[src/rtl/mc_datapath_param_pkg.sv]
// mc_dp_pkg: mode encodings and FSM states shared by the multicycle datapath
package mc_dp_pkg;
  localparam logic [1:0] MODE_ADD4    = 2'b00;
  localparam logic [1:0] MODE_SUBDIFF = 2'b01;
  localparam logic [1:0] MODE_MUL     = 2'b10;
  localparam logic [1:0] MODE_MAX     = 2'b11;
  typedef enum logic [2:0] {IDLE, OP1, OP2, MUL, WB} state_t;
endpackage

[src/rtl/mc_datapath_param_mul.sv]
// mc_seq_mul: radix-2 Booth signed multiplier, one iteration per cycle, N iterations
module mc_seq_mul
  import mc_dp_pkg::*;
#(
  parameter int N = 9
) (
  input  logic                  clk,
  input  logic                  reset,
  input  logic                  load,
  input  logic signed [N-1:0]   a,
  input  logic signed [N-1:0]   b,
  output logic signed [2*N-1:0] product,
  output logic                  done
);
  localparam int CW = $clog2(N + 1);
  // one guard bit keeps acc safe when the multiplicand is the most negative value
  logic signed [N:0] acc, sum, m_x;
  logic [N-1:0] q, m;
  logic q1;
  logic [CW-1:0] cnt;
  always_comb begin
    m_x = {m[N-1], m};
    sum = ({q[0], q1} == 2'b01) ? acc + m_x : ({q[0], q1} == 2'b10) ? acc - m_x : acc;
  end
  always_ff @(posedge clk or negedge reset) begin
    if (!reset) begin
      acc <= '0;
      q   <= '0;
      q1  <= 1'b0;
      m   <= '0;
      cnt <= '0;
    end else if (load) begin
      acc <= '0;
      q   <= b;
      q1  <= 1'b0;
      m   <= a;
      cnt <= CW'(N);
    end else if (cnt != '0) begin
      acc <= {sum[N], sum[N:1]};
      q   <= {sum[0], q[N-1:1]};
      q1  <= q[0];
      cnt <= cnt - 1'b1;
    end
  end
  assign done    = cnt == CW'(1);
  assign product = {acc[N-1:0], q};
endmodule

[src/rtl/mc_datapath_param.sv]
// mc_datapath_param: multicycle four-operand datapath with one shared add/sub/max unit
// and a sequential Booth multiplier; optional saturation of the written result.
module mc_datapath_param
  import mc_dp_pkg::*;
#(
  parameter int WIDTH = 8,
  parameter bit SAT   = 1'b0
) (
  input  logic                    clk,
  input  logic                    reset,
  input  logic                    start,
  input  logic [1:0]              mode,
  input  logic signed [WIDTH-1:0] A,
  input  logic signed [WIDTH-1:0] B,
  input  logic signed [WIDTH-1:0] C,
  input  logic signed [WIDTH-1:0] D,
  output logic signed [WIDTH-1:0] result,
  output logic                    ovf,
  output logic                    busy,
  output logic                    done
);
  localparam int TW = WIDTH + 1;
  localparam int UW = WIDTH + 2;
  localparam int FW = 2 * WIDTH + 2;
  localparam logic signed [FW-1:0] MAX_V = {{(WIDTH + 3){1'b0}}, {(WIDTH - 1){1'b1}}};
  localparam logic signed [FW-1:0] MIN_V = {{(WIDTH + 3){1'b1}}, {(WIDTH - 1){1'b0}}};
  state_t state;
  logic [1:0] md;
  logic signed [WIDTH-1:0] ra, rb, rc, rd;
  logic signed [TW-1:0] t1, t2;
  logic signed [UW-1:0] x, y, alu;
  logic signed [FW-1:0] product, full;
  logic sub, hi, lo, mul_done;
  // the shared unit sees A/B in OP1, C/D in OP2 and T1/T2 at write-back
  always_comb begin
    x    = state == OP1 ? {{2{ra[WIDTH-1]}}, ra} : state == OP2 ? {{2{rc[WIDTH-1]}}, rc} : {t1[TW-1], t1};
    y    = state == OP1 ? {{2{rb[WIDTH-1]}}, rb} : state == OP2 ? {{2{rd[WIDTH-1]}}, rd} : {t2[TW-1], t2};
    sub  = md == MODE_SUBDIFF || (state == OP2 && md == MODE_MUL);
    alu  = md == MODE_MAX ? (x > y ? x : y) : sub ? x - y : x + y;
    full = md == MODE_MUL ? product : {{(FW - UW){alu[UW-1]}}, alu};
    hi   = full > MAX_V;
    lo   = full < MIN_V;
  end
  mc_seq_mul #(.N(TW)) u_mul (
    .clk     (clk),
    .reset   (reset),
    .load    (state == OP2 && md == MODE_MUL),
    .a       (t1),
    .b       (alu[TW-1:0]),
    .product (product),
    .done    (mul_done)
  );
  always_ff @(posedge clk or negedge reset) begin
    if (!reset) begin
      state  <= IDLE;
      md     <= MODE_ADD4;
      ra     <= '0;
      rb     <= '0;
      rc     <= '0;
      rd     <= '0;
      t1     <= '0;
      t2     <= '0;
      result <= '0;
      ovf    <= 1'b0;
      done   <= 1'b0;
    end else begin
      done <= state == WB;
      case (state)
        IDLE: if (start) begin
          md    <= mode;
          ra    <= A;
          rb    <= B;
          rc    <= C;
          rd    <= D;
          state <= OP1;
        end
        OP1: begin
          t1    <= alu[TW-1:0];
          state <= OP2;
        end
        OP2: begin
          t2    <= alu[TW-1:0];
          state <= md == MODE_MUL ? MUL : WB;
        end
        MUL: if (mul_done) state <= WB;
        WB: begin
          result <= SAT ? (hi ? MAX_V[WIDTH-1:0] : lo ? MIN_V[WIDTH-1:0] : full[WIDTH-1:0]) : full[WIDTH-1:0];
          ovf    <= hi | lo;
          state  <= IDLE;
        end
        default: state <= IDLE;
      endcase
    end
  end
  assign busy = state != IDLE;
endmodule
[config.mk]
export PLATFORM = sky130hd
export DESIGN_NAME = mc_datapath_param
export DESIGN_NICKNAME = d
export VERILOG_FILES = /design/src/rtl/mc_datapath_param_pkg.sv /design/src/rtl/mc_datapath_param_mul.sv /design/src/rtl/mc_datapath_param.sv
export SDC_FILE = /design/constraint.sdc
export NUM_CORES = 1
export LEC_CHECK = 0
export BUFFER_PORTS_ARGS = -buffer_cell sky130_fd_sc_hd__buf_2
export CAP_MARGIN = 20
export CORE_ASPECT_RATIO = 0.7
export CORE_MARGIN = 3
export CORE_UTILIZATION = 35
export DETAILED_ROUTE_END_ITERATION = 7
export PLACE_DENSITY = 0.59
export RECOVER_POWER = 50
export SLEW_MARGIN = 20
export SYNTH_ARGS = -nofsm -noshare
export SYNTH_HDL_FRONTEND = slang
export SYNTH_HIERARCHICAL = 1
export SYNTH_SLANG_ARGS = --single-unit
[constraint.sdc]
create_clock -name clk -period 4.1 [get_ports clk]
set_clock_uncertainty 0.1 [all_clocks]
set_input_delay 0.82 -clock clk [delete_from_list [all_inputs] [get_ports clk]]
set_output_delay 0.82 -clock clk [all_outputs]
set_load 0.02 [all_outputs]
==> flow_metrics.py, run 1 <==
metrics = {
    "clocking": {
        "cts_buffer_depth": 2,
        "clkSinkCount": 97,
        "clk_latency_ns": 0.36,
        "root_buffer": "clkbuf_16",
        "cts_tree": "done",
        "path_clk_slew_ns": 0.09,
        "htree_levels": 3,
        "cts_buffers": 9,
    },
    "synth": {
        "ys.flop_type": "dfrtp_1",
        "yosys.area_share.simple_pct": 16.9,
        "synth.yosys.warnings": 6,
        "syn_nets": 806,
        "synth-seq-area-share_pct": 36.9,
        "synthCells": 725,
        "synth_enable_flop_cells": 0,
        "synth_compound_area_share_pct": 19.3,
        "synth_top_family_by_area": "compound AO/OA/AOI/OAI gates",
        "synth_seq_cells": 97,
        "synth_area_um2": 6580,
        "synth_cell_types": 77,
        "postSynth.asyncResetShare_pct": 100,
        "synth.avg_cell_area_um2": 9.08,
        "synthMuxAreaShare_pct": 10.4,
        "synth_xor_area_share_pct": 2.00,
        "synthAdderAreaFrac_pct": 8.82,
    },
    "hold_path": {
        "hold_path_class": "flop to flop",
    },
    "floorplan": {
        "rows": 41,
        "coreArea_um2": 18200,
        "ios": 48,
        "initial_core_util_pct": 36.1,
        "dieArea_um2": 20500,
        "die_w_um": 170,
        "dieHeight_um": 121,
    },
    "layout": {
        "nets": 855,
        "fin_area_um2": 7470,
        "drive_above_1_share_pct": 21.4,
        "areaGrowthSynthToFinish_pct": 13.6,
        "antenna_cells": 0,
        "fin_util_pct": 41.0,
    },
    "placement": {
        "hpwl_um": 13200,
        "numPortBuffers": 47,
        "place_area_um2": 7160,
        "place.gp.congestion": 0.932,
    },
    "timing": {
        "setup_violations": 0,
        "max-slew-margin-rel_pct": -61.5,
        "hold_viol": 0,
        "fmax_ghz": 0.252,
        "post-route-min-period_ns": 3.97,
        "fin_crit_sh_pct": 96.8,
        "final_max_slew_viol_count": 98,
        "rsz0062_at_grt": "false",
        "tns_ns": 0,
        "hold_ws_ns": 0.384,
        "worst_slew_pin_slew_ns": 2.42,
    },
    "run": {
        "drv_cap": 1,
    },
    "setup_path": {
        "cp.arrival_ns": 4.09,
        "crit_path_start_kind": "flop",
        "worstPathRequired_ns": 4.22,
        "cp_slowest_cell": "or4_4",
        "path_max_fanout": 22,
        "crit_buf_inv": 1,
        "crit_path_cell_trace": "or3b_1, buf_12, a31oi_1, ha_1, or4_4, nor3_2, a21oi_1, o21ai_4, mux2_4, o22a_4, a2111oi_2, a311oi_1",
        "cp_slowest_stage_delay_ns": 0.57,
        "crit_type": "flop to flop",
        "cp-end-kind": "flop",
        "critPathTopFamily": "simple AND/OR/NAND/NOR gates",
    },
    "drt": {
        "routedWlPerCell_um": 17.0,
        "drc_errors": 0,
        "antenna_left": 0,
        "drtIter0Drc": 484,
        "finalWirelength_um": 17200,
        "first_pass_iters": 5,
        "routed_via_density": 5.30,
        "vias": 5383,
    },
    "global_route": {
        "antenna_found_initial": 0,
        "grt_overflow": 0,
        "grt_max_degree": 98,
        "track_usage_pct": 17.0,
        "grt_pass1_vias": 4967,
        "grt_pass1_wl_um": 27700,
    },
    "outcome": {
        "violations": "capacitance limit, slew limit",
        "status": "complete, but fails checks",
    },
}
==> synth_stat cells, drive strengths merged (2+ instances only) <==
cell	number	area share, %
nand2	106	6.1
dfrtp	97	37
nor2	60	3.7
o21ai	60	4.7
inv	54	3.1
a21oi	46	4.0
mux2	42	7.3
ha	40	7.6
mux2i	19	3.1
a31oi	17	1.6
buf	17	1.7
clkbuf	17	0.97
a211oi	14	1.7
xnor2	14	1.9
nor3	11	0.91
nor2b	9	0.86
nor3b	8	1.4
nand4	7	0.67
or3	7	0.67
nor4	6	0.57
a21o	5	0.57
a31o	5	0.67
nand3	5	0.38
o21a	5	0.57
o21bai	5	0.57
a311oi	4	0.63
fa	4	1.2
nand2b	4	0.38
a2111oi	3	0.78
a221oi	3	0.59
o211ai	3	0.34
or4	3	0.40
a21boi	2	0.23
o31a	2	0.27
or3b	2	0.27
==> stage by stage <==
| step | instances | setup WS, ns |
|---|---|---|
| 6_report | 1015 | 0.130 |
| 5_1_grt | 1015 | 0.00900 |
| 4_1_cts | 1014 | 0.0895 |
| 3_5_place_dp | 998 | 0.115 |
| 3_3_place_gp | 998 | 0.179 |
| 2_1_floorplan | 725 | 0.294 |
==> worst min-delay path: stages, from the launching register on <==
cell and delay, ns:
dfrtp_1 0.33, nand2_1 0.06, nand2_1 0.06
==> placed cells by master, fill, tap and decap left out, types with 4 or more instances in the layout <==
master     synthesis  layout
a211oi_1          13      13
a21o_1             5       5
a21oi_1           39      39
a21oi_2            6       6
a31o_2             4       4
a31oi_1           17      17
buf_2             10      45
buf_4              3      21
clkbuf_16          0       9
dfrtp_1           97      96
fa_1               4       4
ha_1              40      39
inv_1             51      51
inv_8              0       4
mux2_2            40      40
mux2i_1           18      18
nand2_1          105     105
nand2b_1           4       4
nand3_1            5       5
nand4_1            7       7
nor2_1            57      56
nor2b_1            9       9
nor3_1            10      10
nor3b_1            5       4
nor4_1             6       6
o21a_1             5       5
o21ai_0           50      49
o21ai_1            9      10
o21bai_1           5       5
or3_1              7       7
xnor2_1           14      14
==> final cells by class <==
class	instances	area (µm²)
clock inverter	7	93.8
multi-input combinational	540	3800
timing repair buffer	72	427
clock buffer	9	225
sequential	97	2430
tap	236	295
fill	1795	10700
inverter	54	203
==> metal layers <==
layer  vias up  part of all wire (%)  global-route usage, %
met3         7                   5.2                   3.63
met5         -                     0                      0
met1      2574                    57                   29.2
li1       2646                     -                      -
met2       156                    37                   21.1
met4         0                  0.55                   2.45
==> registers in the layout, summed over array words and instances, names as in the netlist, 4 cells and up <==
name and count:
rc 8, u_mul/cnt 4, rb 8, t2 9, result 8, rd 8
t1 9, ra 8, u_mul/q 9, u_mul/acc 9, u_mul/m 9
==> timing repair <==
action                                  in CTS  in global routing
endpoints found under the setup margin       0                 25
gates resized for setup                      0                  5
buffers inserted                             0                  1
hold buffers                                 0                  0
==> worst paths after layout <==
kind | start | end | slack [ns] | cells past startpoint
min in group asynchronous | reset | ovf$_DFFE_PN0P_ | 1.22 | 2
max in group asynchronous | reset | state[2]$_DFFE_PN0P_ | 1.11 | 2
hold / removal | t2[6]$_DFFE_PN0P_ | t2[6]$_DFFE_PN0P_ | 0.38 | 2
hold reg to reg | t2[6]$_DFFE_PN0P_ | t2[6]$_DFFE_PN0P_ | 0.38 | 2
setup reg to reg | state[2]$_DFFE_PN0P_ | ovf$_DFFE_PN0P_ | 0.13 | 12
setup / recovery | state[2]$_DFFE_PN0P_ | ovf$_DFFE_PN0P_ | 0.13 | 12
==> cells by family (layout without fill, tap and decap cells) <==
group,after synthesis,in the layout
compound gates,188,188
simple gates,232,232
mux,61,61
buf+inv,88,142
xor+xnor,15,15
flops,97,97
fa+ha+maj,44,44
Power of run 1 is left out: the tool's default activity adds up to more than one toggle a clock period on the data nets, which glitch-free logic cannot reach.
==> inputs of run 2 (changes only) <==
PLACE_DENSITY = 0.57   (was 0.59)
RECOVER_POWER = 100   (was 50)
clock period = 3.7 ns   (was 4.1 ns; I/O delays follow)
==> run 2 against run 1 <==
Compared with the run above: the run still ends with capacitance limit, slew limit left; die area unchanged; first-iteration DRC count grew 4.5%; core utilization grew 3.9 points; register-to-register slack worse by 0.12 ns; global-route usage grew 0.73 points; worst hold slack gained 0.011 ns; sequential share of layout area shrank 2.8 points; clock-buffer cell count unchanged; via count is 4.6% higher; flip-flop and latch count stayed put; largest cell class unchanged.
==> flow_metrics.py, run 2 (same netlist as run 1, synthesis figures left out) <==
metrics = {
    "drt": {
        "antenna_left": 0,
        "routedWlPerCell_um": 17.5,
        "first_pass_iters": 5,
        "routed_via_density": 5.36,
        "vias": 5628,
        "drtIter0Drc": 506,
        "finalWirelength_um": 18400,
        "drc_errors": 0,
    },
    "run": {
        "drv_cap": 2,
    },
    "floorplan": {
        "die_w_um": 170,
        "rows": 41,
        "coreArea_um2": 18200,
        "dieHeight_um": 121,
        "initial_core_util_pct": 36.1,
        "dieArea_um2": 20500,
        "ios": 48,
    },
    "global_route": {
        "track_usage_pct": 17.7,
        "antenna_found_initial": 0,
        "grt_pass1_wl_um": 28400,
        "grt_overflow": 0,
        "grt_pass1_vias": 4990,
        "grt_max_degree": 49,
    },
    "timing": {
        "hold_viol": 0,
        "setup_violations": 0,
        "hold_ws_ns": 0.395,
        "worst_slew_pin_slew_ns": 2.66,
        "rsz0062_at_grt": "true",
        "fmax_ghz": 0.271,
        "fin_crit_sh_pct": 99.7,
        "final_max_slew_viol_count": 85,
        "post-route-min-period_ns": 3.69,
        "max-slew-margin-rel_pct": -77.6,
    },
    "setup_path": {
        "rrSetupSlack_ns": 0.01,
        "rr_startpoint": "state[0]$_DFFE_PN0P_",
        "crit_path_start_kind": "flop",
        "reg2regPathDepth": 16,
        "worstPathRequired_ns": 3.84,
        "cp-end-kind": "flop",
        "r2r-end": "u_mul/q[3]$_DFFE_PN0P_",
        "path_max_fanout": 6,
        "crit_type": "flop to flop",
        "cp.arrival_ns": 3.83,
    },
    "layout": {
        "fin_util_pct": 44.9,
        "nets": 890,
        "drive_above_1_share_pct": 30.5,
        "antenna_cells": 0,
        "nFillCells": 1730,
        "register_area_um2": 2430,
        "areaGrowthSynthToFinish_pct": 24.3,
        "multi_input_area_um2": 4190,
        "mostFrequentLayoutCells": "nand2_1, dfrtp_1, nor2_1, buf_4, inv_1",
    },
    "placement": {
        "place.gp.congestion": 0.896,
        "numPortBuffers": 47,
        "hpwl_um": 13900,
    },
    "clocking": {
        "cts_buffers": 9,
        "htree_levels": 3,
        "cts_tree": "done",
        "cts_hold_buf": 0,
        "cts_buffer_depth": 2,
        "path_clk_slew_ns": 0.09,
        "root_buffer": "clkbuf_16",
        "clkSinkCount": 97,
        "clk_latency_ns": 0.35,
    },
    "hold_path": {
        "min_to": "t2[4]$_DFFE_PN0P_",
        "hold_path_class": "flop to flop",
        "min_from": "t2[4]$_DFFE_PN0P_",
        "hold_depth": 2,
    },
    "outcome": {
        "violations": "capacitance limit, slew limit",
        "status": "complete, but fails checks",
    },
}
run 2: final cells by class:
cell class                 instances  area share, %
multi-input combinational        540           51.2
inverter                          54           2.48
tap                              236           3.61
clock buffer                       9           2.75
clock inverter                     7           1.18
timing repair buffer             107           9.12
sequential                        97           29.7
run 2: worst max path at each step:
stage	startpoint	endpoint	slack, ns	cells past startpoint
finish	state[0]$_DFFE_PN0P_	u_mul/q[3]$_DFFE_PN0P_	0.01	16
CTS	state[2]$_DFFE_PN0P_	u_mul/q[3]$_DFFE_PN0P_	-0.002	17
detailed placement	state[2]$_DFFE_PN0P_	u_mul/q[3]$_DFFE_PN0P_	-0.09	17
floorplan	state[2]$_DFFE_PN0P_	ovf$_DFFE_PN0P_	0.0009	17
global placement	state[2]$_DFFE_PN0P_	ovf$_DFFE_PN0P_	-0.01	15
global route	state[0]$_DFFE_PN0P_	result[6]$_DFFE_PN0P_	-0.12	16
run 2: worst max-delay path: stages, from the launching register on:
cell and delay (ns):
dfrtp_1 0.42, or3b_4 0.45, buf_4 0.16, clkbuf_16 0.15, nand2_2 0.08, a31oi_4 0.12
ha_4 0.29, or4_4 0.58, nor3_4 0.18, a21oi_2 0.06, o21ai_4 0.14, mux2_4 0.34
mux2i_1 0.17, buf_4 0.20, inv_2 0.03, nand2_1 0.05, o21ai_1 0.05
run 2: what timing repair did:
action                     CTS  global route
gates cloned                 0             3
pin swaps                    1            32
gates resized for setup      3            76
setup endpoints to repair   20            36
setup buffers                0            12
run 2: per-layer routing:
layer  routed length, µm  up-vias  track usage (%)
met5                   0        -                0
met4                  78        0             2.35
met3                1180        7             3.43
met2                6880      167             21.7
met1               10300     2729             31.0
li1                    -     2725                -
run 2: metrics by stage:
stage                     TNS [ns]  std cells  area, µm²  setup slack [ns]
after floorplan                  0        725       6700          0.000886
after global placement     -0.0306       1019       7430           -0.0133
after detailed placement    -0.456       1019       7430           -0.0883
after CTS                 -0.00165       1035       7760          -0.00165
after global routing         -1.06       1050       8180            -0.117
final                            0       1050       8180            0.0108
Power of run 2 is left out for the same reason.
